### config.mk
export PLATFORM = sky130hd
export DESIGN_NAME = rv_fifo_interface
export DESIGN_NICKNAME = d
export VERILOG_FILES = /design/src/rtl/rv_fifo_interface.sv
export SDC_FILE = /design/constraint.sdc
export NUM_CORES = 1
export LEC_CHECK = 0
export ABC_AREA = 1
export BUFFER_PORTS_ARGS = -buffer_cell sky130_fd_sc_hd__buf_2
export CAP_MARGIN = 20
export CORE_ASPECT_RATIO = 0.75
export CORE_UTILIZATION = 42
export DETAILED_ROUTE_END_ITERATION = 12
export PLACE_DENSITY = 0.69
export SETUP_SLACK_MARGIN = 0.1
export SLEW_MARGIN = 20
export SYNTH_ARGS = -nofsm -noshare
export SYNTH_HDL_FRONTEND = slang
export SYNTH_SLANG_ARGS = --single-unit
### constraint.sdc
create_clock -name CLK_I -period 2 [get_ports CLK_I]
set_input_delay 0 -clock CLK_I [delete_from_list [all_inputs] [get_ports CLK_I]]
set_output_delay 0 -clock CLK_I [all_outputs]
set_load 0.02 [all_outputs]
### src/rtl/rv_fifo_interface.sv
// rv_fifo_interface
// Ready-valid bus interface with one FIFO per direction.
//   Write path (bus -> device): the bus pushes beats through WRITE_VALID_I and
//   WRITE_READY_O. The device sees the head entry on DATA_O/UPDATE_O and
//   consumes it with ACK_I.
//   Read path (device -> bus): the device pushes DATA_I with CHANGE_I, or the
//   FIFO takes an on-demand sample when the bus polls an empty FIFO. The bus
//   pops the head through READ_VALID_O/READ_READY_I, and READ_O pulses one
//   cycle after every bus read.
// Ports:
//   CLK_I, RST_NI                   clock, asynchronous active-low reset
//   READ_READY_I/READ_VALID_O/READ_DATA_O      bus read channel
//   WRITE_READY_O/WRITE_VALID_I/WRITE_DATA_I   bus write channel
//   READ_ENABLE_I, WRITE_ENABLE_I   on-demand sampling / bus write enables
//   UPDATE_O, DATA_O, ACK_I         device side of the write FIFO
//   CHANGE_I, DATA_I                device side of the read FIFO
//   READ_O                          registered pulse after each bus read
//   OVERFLOW_O, CLEAR_I             sticky dropped-push flag and its clear
//   WRITE_LEVEL_O, READ_LEVEL_O     FIFO occupancy
module rv_fifo_interface #(
    parameter int WRITE_WIDTH = 8,
    parameter int READ_WIDTH  = 8,
    parameter int WRITE_DEPTH = 4,
    parameter int READ_DEPTH  = 4
) (
    input  logic                               CLK_I,
    input  logic                               RST_NI,
    input  logic                               READ_READY_I,
    output logic                               READ_VALID_O,
    output logic [READ_WIDTH-1:0]              READ_DATA_O,
    output logic                               WRITE_READY_O,
    input  logic                               WRITE_VALID_I,
    input  logic [WRITE_WIDTH-1:0]             WRITE_DATA_I,
    input  logic                               READ_ENABLE_I,
    input  logic                               WRITE_ENABLE_I,
    output logic                               UPDATE_O,
    output logic [WRITE_WIDTH-1:0]             DATA_O,
    input  logic                               ACK_I,
    input  logic                               CHANGE_I,
    input  logic [READ_WIDTH-1:0]              DATA_I,
    output logic                               READ_O,
    output logic                               OVERFLOW_O,
    input  logic                               CLEAR_I,
    output logic [$clog2(WRITE_DEPTH+1)-1:0]   WRITE_LEVEL_O,
    output logic [$clog2(READ_DEPTH+1)-1:0]    READ_LEVEL_O
);

    localparam int WAW = $clog2(WRITE_DEPTH);
    localparam int WLW = $clog2(WRITE_DEPTH + 1);
    localparam int RAW = $clog2(READ_DEPTH);
    localparam int RLW = $clog2(READ_DEPTH + 1);

    localparam logic [WLW-1:0] WR_FULL   = WLW'(WRITE_DEPTH);
    localparam logic [WLW-1:0] WR_LONE   = WLW'(1);
    localparam logic [WAW-1:0] WR_PONE   = WAW'(1);
    localparam logic [RLW-1:0] RD_FULL   = RLW'(READ_DEPTH);
    localparam logic [RLW-1:0] RD_LONE   = RLW'(1);
    localparam logic [RAW-1:0] RD_PONE   = RAW'(1);

    // Storage (no reset: contents are don't-care until written)
    logic [WRITE_WIDTH-1:0] wr_mem_q [WRITE_DEPTH];
    logic [READ_WIDTH-1:0]  rd_mem_q [READ_DEPTH];

    // Pointers, levels and status flops
    logic [WAW-1:0] wr_wptr_q, wr_wptr_d, wr_rptr_q, wr_rptr_d;
    logic [WLW-1:0] wr_level_q, wr_level_d;
    logic [RAW-1:0] rd_wptr_q, rd_wptr_d, rd_rptr_q, rd_rptr_d;
    logic [RLW-1:0] rd_level_q, rd_level_d;
    logic           read_o_q, read_o_d;
    logic           overflow_q, overflow_d;

    // Handshake decodes
    logic wr_ready_s, wr_push_s, wr_pop_s, update_s;
    logic rd_valid_s, rd_req_s, rd_push_s, rd_pop_s, rd_full_s, ovf_set_s;

    assign wr_ready_s = WRITE_ENABLE_I && (wr_level_q != WR_FULL);
    assign update_s   = (wr_level_q != {WLW{1'b0}});
    assign wr_push_s  = WRITE_VALID_I && wr_ready_s;
    assign wr_pop_s   = update_s && ACK_I;

    assign rd_valid_s = (rd_level_q != {RLW{1'b0}});
    assign rd_full_s  = (rd_level_q == RD_FULL);
    assign rd_pop_s   = rd_valid_s && READ_READY_I;
    // Device push has priority; otherwise an empty FIFO is sampled once when polled.
    assign rd_req_s   = CHANGE_I ||
                        (READ_ENABLE_I && READ_READY_I && (rd_level_q == {RLW{1'b0}}));
    // When full, a push only fits if the head leaves in the same cycle.
    assign rd_push_s  = rd_req_s && (!rd_full_s || rd_pop_s);
    assign ovf_set_s  = rd_req_s && rd_full_s && !rd_pop_s;

    // Next-state computation for pointers, levels, READ_O pulse and overflow flag
    always_comb begin
        wr_wptr_d  = wr_wptr_q;
        wr_rptr_d  = wr_rptr_q;
        wr_level_d = wr_level_q;
        rd_wptr_d  = rd_wptr_q;
        rd_rptr_d  = rd_rptr_q;
        rd_level_d = rd_level_q;
        read_o_d   = rd_pop_s;
        overflow_d = overflow_q;

        if (wr_push_s) begin
            wr_wptr_d = wr_wptr_q + WR_PONE;
        end else begin
            wr_wptr_d = wr_wptr_q;
        end
        if (wr_pop_s) begin
            wr_rptr_d = wr_rptr_q + WR_PONE;
        end else begin
            wr_rptr_d = wr_rptr_q;
        end
        case ({wr_push_s, wr_pop_s})
            2'b10:   wr_level_d = wr_level_q + WR_LONE;
            2'b01:   wr_level_d = wr_level_q - WR_LONE;
            default: wr_level_d = wr_level_q;
        endcase

        if (rd_push_s) begin
            rd_wptr_d = rd_wptr_q + RD_PONE;
        end else begin
            rd_wptr_d = rd_wptr_q;
        end
        if (rd_pop_s) begin
            rd_rptr_d = rd_rptr_q + RD_PONE;
        end else begin
            rd_rptr_d = rd_rptr_q;
        end
        case ({rd_push_s, rd_pop_s})
            2'b10:   rd_level_d = rd_level_q + RD_LONE;
            2'b01:   rd_level_d = rd_level_q - RD_LONE;
            default: rd_level_d = rd_level_q;
        endcase

        // A new overflow wins over a clear in the same cycle.
        if (ovf_set_s) begin
            overflow_d = 1'b1;
        end else if (CLEAR_I) begin
            overflow_d = 1'b0;
        end else begin
            overflow_d = overflow_q;
        end
    end

    // Control state registers with asynchronous reset
    always_ff @(posedge CLK_I or negedge RST_NI) begin
        if (!RST_NI) begin
            wr_wptr_q  <= {WAW{1'b0}};
            wr_rptr_q  <= {WAW{1'b0}};
            wr_level_q <= {WLW{1'b0}};
            rd_wptr_q  <= {RAW{1'b0}};
            rd_rptr_q  <= {RAW{1'b0}};
            rd_level_q <= {RLW{1'b0}};
            read_o_q   <= 1'b0;
            overflow_q <= 1'b0;
        end else begin
            wr_wptr_q  <= wr_wptr_d;
            wr_rptr_q  <= wr_rptr_d;
            wr_level_q <= wr_level_d;
            rd_wptr_q  <= rd_wptr_d;
            rd_rptr_q  <= rd_rptr_d;
            rd_level_q <= rd_level_d;
            read_o_q   <= read_o_d;
            overflow_q <= overflow_d;
        end
    end

    // FIFO storage writes; a full-FIFO push with pop reuses the slot being vacated
    always_ff @(posedge CLK_I) begin
        if (wr_push_s) begin
            wr_mem_q[wr_wptr_q] <= WRITE_DATA_I;
        end
        if (rd_push_s) begin
            rd_mem_q[rd_wptr_q] <= DATA_I;
        end
    end

    assign WRITE_READY_O = wr_ready_s;
    assign UPDATE_O      = update_s;
    assign DATA_O        = wr_mem_q[wr_rptr_q];
    assign READ_VALID_O  = rd_valid_s;
    assign READ_DATA_O   = rd_mem_q[rd_rptr_q];
    assign READ_O        = read_o_q;
    assign OVERFLOW_O    = overflow_q;
    assign WRITE_LEVEL_O = wr_level_q;
    assign READ_LEVEL_O  = rd_level_q;

endmodule

Word level (Yosys, flattened, before mapping)
Memory sizes are Yosys's and may differ from the RTL's.
Index checks and enable logic that the tools add are counted.
{ "word_totals": {"register_bits": 16, "ramBits": 64, "inputBits": 25, "out_inout_bits": 27, "mem_count": 2} }
{ "mem_list": {"columns": ["name", "words", "width", "read_ports", "rd_clocked_by_memory_dff", "wr", "line_no", "rtl"], "rows": [
  ["rd_mem_q", 4, 8, 1, 0, 1, "62", "logic [READ_WIDTH-1:0] rd_mem_q [READ_DEPTH];"],
  ["wr_mem_q", 4, 8, 1, 0, 1, "61", "logic [WRITE_WIDTH-1:0] wr_mem_q [WRITE_DEPTH];"]
]} }
{ "op_classes": {"addsub": 8, "n_eq_ne": 6, "mux": 8, "reduce_logical": 19} }
{ "op_table": {"columns": ["op", "n"], "rows": [
  ["case mux 3 bit (2 select lines)", 2],
  ["logical AND 1 bit", 9],
  ["adder 2 x 1 -> 2 bit (second input constant)", 4],
  ["adder 3 x 1 -> 3 bit (second input constant)", 2],
  ["2-to-1 mux 1 bit", 6],
  ["nonzero test 2 bit", 3],
  ["nonzero test 3 bit", 2],
  ["subtractor 3 x 1 -> 3 bit (second input constant)", 2],
  ["equality test 2 x 1 -> 1 bit (second input constant)", 2],
  ["equality test 2 bit (second input constant)", 2],
  ["equality test 3 bit (second input constant)", 1],
  ["logical NOT 3 bit", 1],
  ["inequality test 3 bit (second input constant)", 1],
  ["logical NOT 1 bit", 2],
  ["logical OR 1 bit", 2]
]} }

Longest topological paths before layout
{ "logic_depth": {"ltp_word": 6, "ltp_mapped": 9} }

Worst setup path after synthesis
OpenSTA, ideal clock, no wires.
{ "synth_timing": {"kind": "register to register", "startpoint": "reg wr_level_q[0], in the netlist WRITE_LEVEL_O[0]", "endpoint": "reg wr_level_q[1], in the netlist WRITE_LEVEL_O[1]", "arrival_ns": 2.157, "path_slack_ns": -0.239, "stages_incl_launch_ff": 8, "path_cell_list": "dfrtp_1 inv_1 a31oi_1 nand2_2 ha_1 inv_1 fa_1 o21ai_0"} }
{ "synth_via": {"elab_chain_cells": 5} }
{ "synth_rtl": {"columns": ["item", "line_no", "rtl"], "rows": [
  ["start: declaration", "66", "logic [WLW-1:0] wr_level_q, wr_level_d;"],
  ["start signal: assignment", "149", "wr_level_q <= {WLW{1'b0}};"],
  ["start signal: assignment", "158", "wr_level_q <= wr_level_d;"],
  ["inequality test 3 bit (*)", "76", "assign wr_ready_s = WRITE_ENABLE_I && (wr_level_q != WR_FULL);"],
  ["logical AND 1 bit (*)", "76", null],
  ["via WRITE_READY_O", "31", "output logic WRITE_READY_O,"],
  ["logical AND 1 bit (*)", "78", "assign wr_push_s = WRITE_VALID_I && wr_ready_s;"],
  ["equality test 2 x 1 -> 1 bit or equality test 2 bit (tied branches)", "112", "case ({wr_push_s, wr_pop_s})"],
  ["case mux 3 bit (2 select lines) or nonzero test 2 bit (tied branches)", null, null]
]} }
Mark *: on every way through the listed nets, which the timed path passes. The rest lies on a longest branch.
A chain may end at the register's enable or synchronous reset.

Worst setup path after layout
{ "layout_timing": {"startpoint": "reg wr_level_q[2], in the netlist WRITE_LEVEL_O[2]", "endpoint": "reg wr_level_q[2], in the netlist WRITE_LEVEL_O[2]"} }
{ "layout_rtl": {"columns": ["item", "line_no", "rtl"], "rows": [
  ["nonzero test 3 bit (*)", "77", "assign update_s = (wr_level_q != {WLW{1'b0}});"],
  ["logical AND 1 bit (*)", "79", "assign wr_pop_s = update_s && ACK_I;"],
  ["via wr_pop_s", "73", "logic wr_ready_s, wr_push_s, wr_pop_s, update_s;"],
  ["equality test 2 x 1 -> 1 bit or equality test 2 bit (tied branches)", "112", null],
  ["case mux 3 bit (2 select lines) or nonzero test 2 bit (tied branches)", null, null]
]} }
Marks and branches as above.

==> impl_metrics.tcl <==
set metrics [dict create \
    fp.dieW_um 104.7 \
    synth_cells 266 \
    cts_root_buf "clkbuf_8" \
    ys_seq_area_frac 0.6985 \
    grt_pass1_vias 2139 \
    clkTransAtPathRegs_ns 0.08 \
    start_util 0.4433 \
    clock_latency_ns 0.35 \
    yosys_warnings 0 \
    final_cell_area_sq_um 4169 \
    n_antenna_cell 0 \
    fin_crit_sh 0.9057 \
    syn_nets 302 \
    slowest_stage "dfrtp_2" \
    multi_input_area_sq_um 888.4 \
    gp_congestion 0.7739 \
    crit_buf_inv 2 \
    yosysUniqueCellTypes 23 \
    fin_skew_ns 0.01195 \
    wl_per_cell_um 14.31 \
    power_density_nw_per_um2 1418 \
    min_period_ns 1.811 \
    critPathTopFamily "adder cells" \
    area_delta_synth_final_pct 25.40 \
    rr_worst_depth 9 \
    status "finished clean" \
    grt_pass1_wl_mm 10.65 \
    synth_area_sq_um 3324 \
    max_cap_viol_count 0 \
    drc_errors 0 \
    cp_slowest_stage_delay_ns 0.40 \
    num-fill-cells 633 \
    cp-start-kind "flop" \
    timing.hold.ws_ns 0.06977 \
    drtPass1Iterations 4 \
    antenna_found_initial 0 \
    leakagePower_nw 1.685 \
    dp_hpwl_mm 4.461 \
    drive_gt1_frac 0.2633 \
    grt_overflow 0 \
    worstHoldPathType "primary input to flop" \
    fin_nets 388 \
    ys_seq_elements 80 \
    htree_levels 3 \
    vias 2225 \
    arrival_ns 2.04 \
    avgViaCountPerCell 4.858 \
    max_slew_margin 0.6697 \
    holdPathStages 3 \
    worstSetupPathType "flop to flop" \
    power_mw 5.914 \
    timing.final.hold_violations 0 \
    endpoint_kind "flop" \
    finalSetupTns_ns 0 \
    seqCellArea_sq_um 2326 \
    slew_viol_final 0 \
    dieHeight_um 79.05 \
    drtIter0Drc 117 \
    postRouteAntennaNets 0 \
    wl_mm 6.556 \
    rsz0062_at_grt "no" \
    crit_cells 9 \
    fmax_ghz 0.5521 \
    cp.required_ns 2.22 \
    ir_drop_mv 0.5399 \
    grt_use_total 0.1716 \
    clk_path_buf_depth 2 \
    avgSynthCellArea_sq_um 12.50 \
    critPathMaxFanout 3 \
    setup_viol 0 \
    design.die.area_sq_um 8279 \
    tritoncts "built" \
    dpl_cell_area_sq_um 3780 \
    coreArea_sq_um 7500 \
    cpMostUsedCell "inv_1" \
    tightest_slew_ns 0.4949 \
    grt_start_max_net_pins 19 \
    port_buffers 51 \
    path_cells "inv_1, nand3_2, and2_4, ha_1, inv_1, fa_1, a21oi_1, o21ai_1, xor2_1" \
    cts_buffers 9 \
    boundaryPins 52 \
    cts.sinks 80 \
    rows 27 \
]
==> area by class of cell <==
cell class	count	share of cell area
Clock buffer	9	0.02971
Tap cell	101	0.03031
Inverter	29	0.02671
Sequential cell	80	0.5579
Clock inverter	7	0.01321
Timing Repair Buffer	82	0.1291
Multi-Input combinational cell	150	0.2131
==> stage by stage <==
| step | std cells | worst slack, ns | utilization |
|---|---|---|---|
| detailed placement | 421 | 0.1313 | 0.5040 |
| global placement | 421 | 0.1562 | 0.5040 |
| finish | 458 | 0.1887 | 0.5559 |
| CTS | 457 | 0.1173 | 0.5546 |
| floorplan | 266 | 0.1049 | - |
| global route | 458 | 0.1133 | 0.5559 |
==> metal layers <==
| metal | vias up | wire length (um) | global-route usage |
|---|---|---|---|
| met5 | - | 0 | 0 |
| met4 | 0 | 94 | 0.05070 |
| met3 | 9 | 313 | 0.05172 |
| met2 | 62 | 3089 | 0.2715 |
| met1 | 1062 | 3059 | 0.2303 |
| li1 | 1092 | - | - |
==> where the power goes <==
| part | internal (mW) | total [mW] | switching (mW) |
|---|---|---|---|
| Combinational | 0.830 | 2.44 | 1.61 |
| Clock | 0.463 | 1.06 | 0.601 |
| Sequential | 2.19 | 2.41 | 0.221 |
==> repair_timing <==
action	in CTS	in global routing
hold buffers	20	0
setup endpoints to repair	0	1
setup buffers	0	1
gates resized for setup	0	2
hold endpoints to repair	84	0
==> final timing paths <==
| path | endpoint | slack [ns] | start |
|---|---|---|---|
| max | WRITE_LEVEL_O[2]$_DFFE_PN0P_ | 0.19 | WRITE_LEVEL_O[2]$_DFFE_PN0P_ |
| min | READ_O$_DFF_PN0_ | 0.07 | READ_READY_I |
| max reg2reg | WRITE_LEVEL_O[2]$_DFFE_PN0P_ | 0.19 | WRITE_LEVEL_O[2]$_DFFE_PN0P_ |
| min reg2reg | WRITE_LEVEL_O[1]$_DFFE_PN0P_ | 0.53 | WRITE_LEVEL_O[1]$_DFFE_PN0P_ |
| max in group asynchronous | WRITE_LEVEL_O[1]$_DFFE_PN0P_ | 1.60 | RST_NI |
| min in group asynchronous | READ_LEVEL_O[2]$_DFFE_PN0P_ | 0.10 | RST_NI |
==> worst reg2reg max path, cell delays in order, from the launching register on <==
cell and delay, ns:
dfrtp_2 0.40, inv_1 0.08, nand3_2 0.09, and2_4 0.16
ha_1 0.14, inv_1 0.07, fa_1 0.38, a21oi_1 0.15
o21ai_1 0.09, xor2_1 0.15
==> synthesized netlist by cell type, drive strengths merged <==
cell type  count  share of area
nand3          9          0.019
dfrtp         16           0.12
edfxtp        64           0.58
o21ai         36          0.058
nor2          47          0.054
nand2         19          0.026
a31oi          1         0.0019
inv           29          0.033
fa             2          0.012
buf            5         0.0075
o22ai         16          0.030
a21oi          3         0.0045
clkbuf         2         0.0023
xnor2          1         0.0026
ha             9          0.034
and2           1         0.0019
xor2           6          0.016
==> logic make-up after synthesis <==
family / after synthesis / share of synthesized area
flip-flops: 80 / 0.6985
buffers and inverters: 36 / 0.04253
adder cells (fa/ha/maj): 11 / 0.04592
XOR/XNOR: 7 / 0.01844
AND/OR/NAND/NOR: 76 / 0.1005
AO/OA/AOI/OAI: 56 / 0.09409
==> sequential cells by signal (all words and copies together), names as in the netlist <==
| register | count |
|---|---|
| READ_LEVEL_O | 3 |
| rd_rptr_q | 2 |
| wr_wptr_q | 2 |
| wr_rptr_q | 2 |
| wr_mem_q | 32 |
| WRITE_LEVEL_O | 3 |
| rd_mem_q | 32 |
| READ_O | 1 |
| OVERFLOW_O | 1 |
| rd_wptr_q | 2 |
==> layout by cell type (no fill, tap or decap), drive strengths merged <==
cell type     n
clkinv        2
dfrtp        16
nand2        19
o22ai        16
nor2         47
ha            9
xor2          6
a21oi         3
clkbuf        9
fa            2
clkinvlp      2
dlygate4sd3  20
nand3         9
inv          32
and2          1
edfxtp       64
a31oi         1
xnor2         1
buf          62
o21ai        36
(Power assumes the default switching activity.)
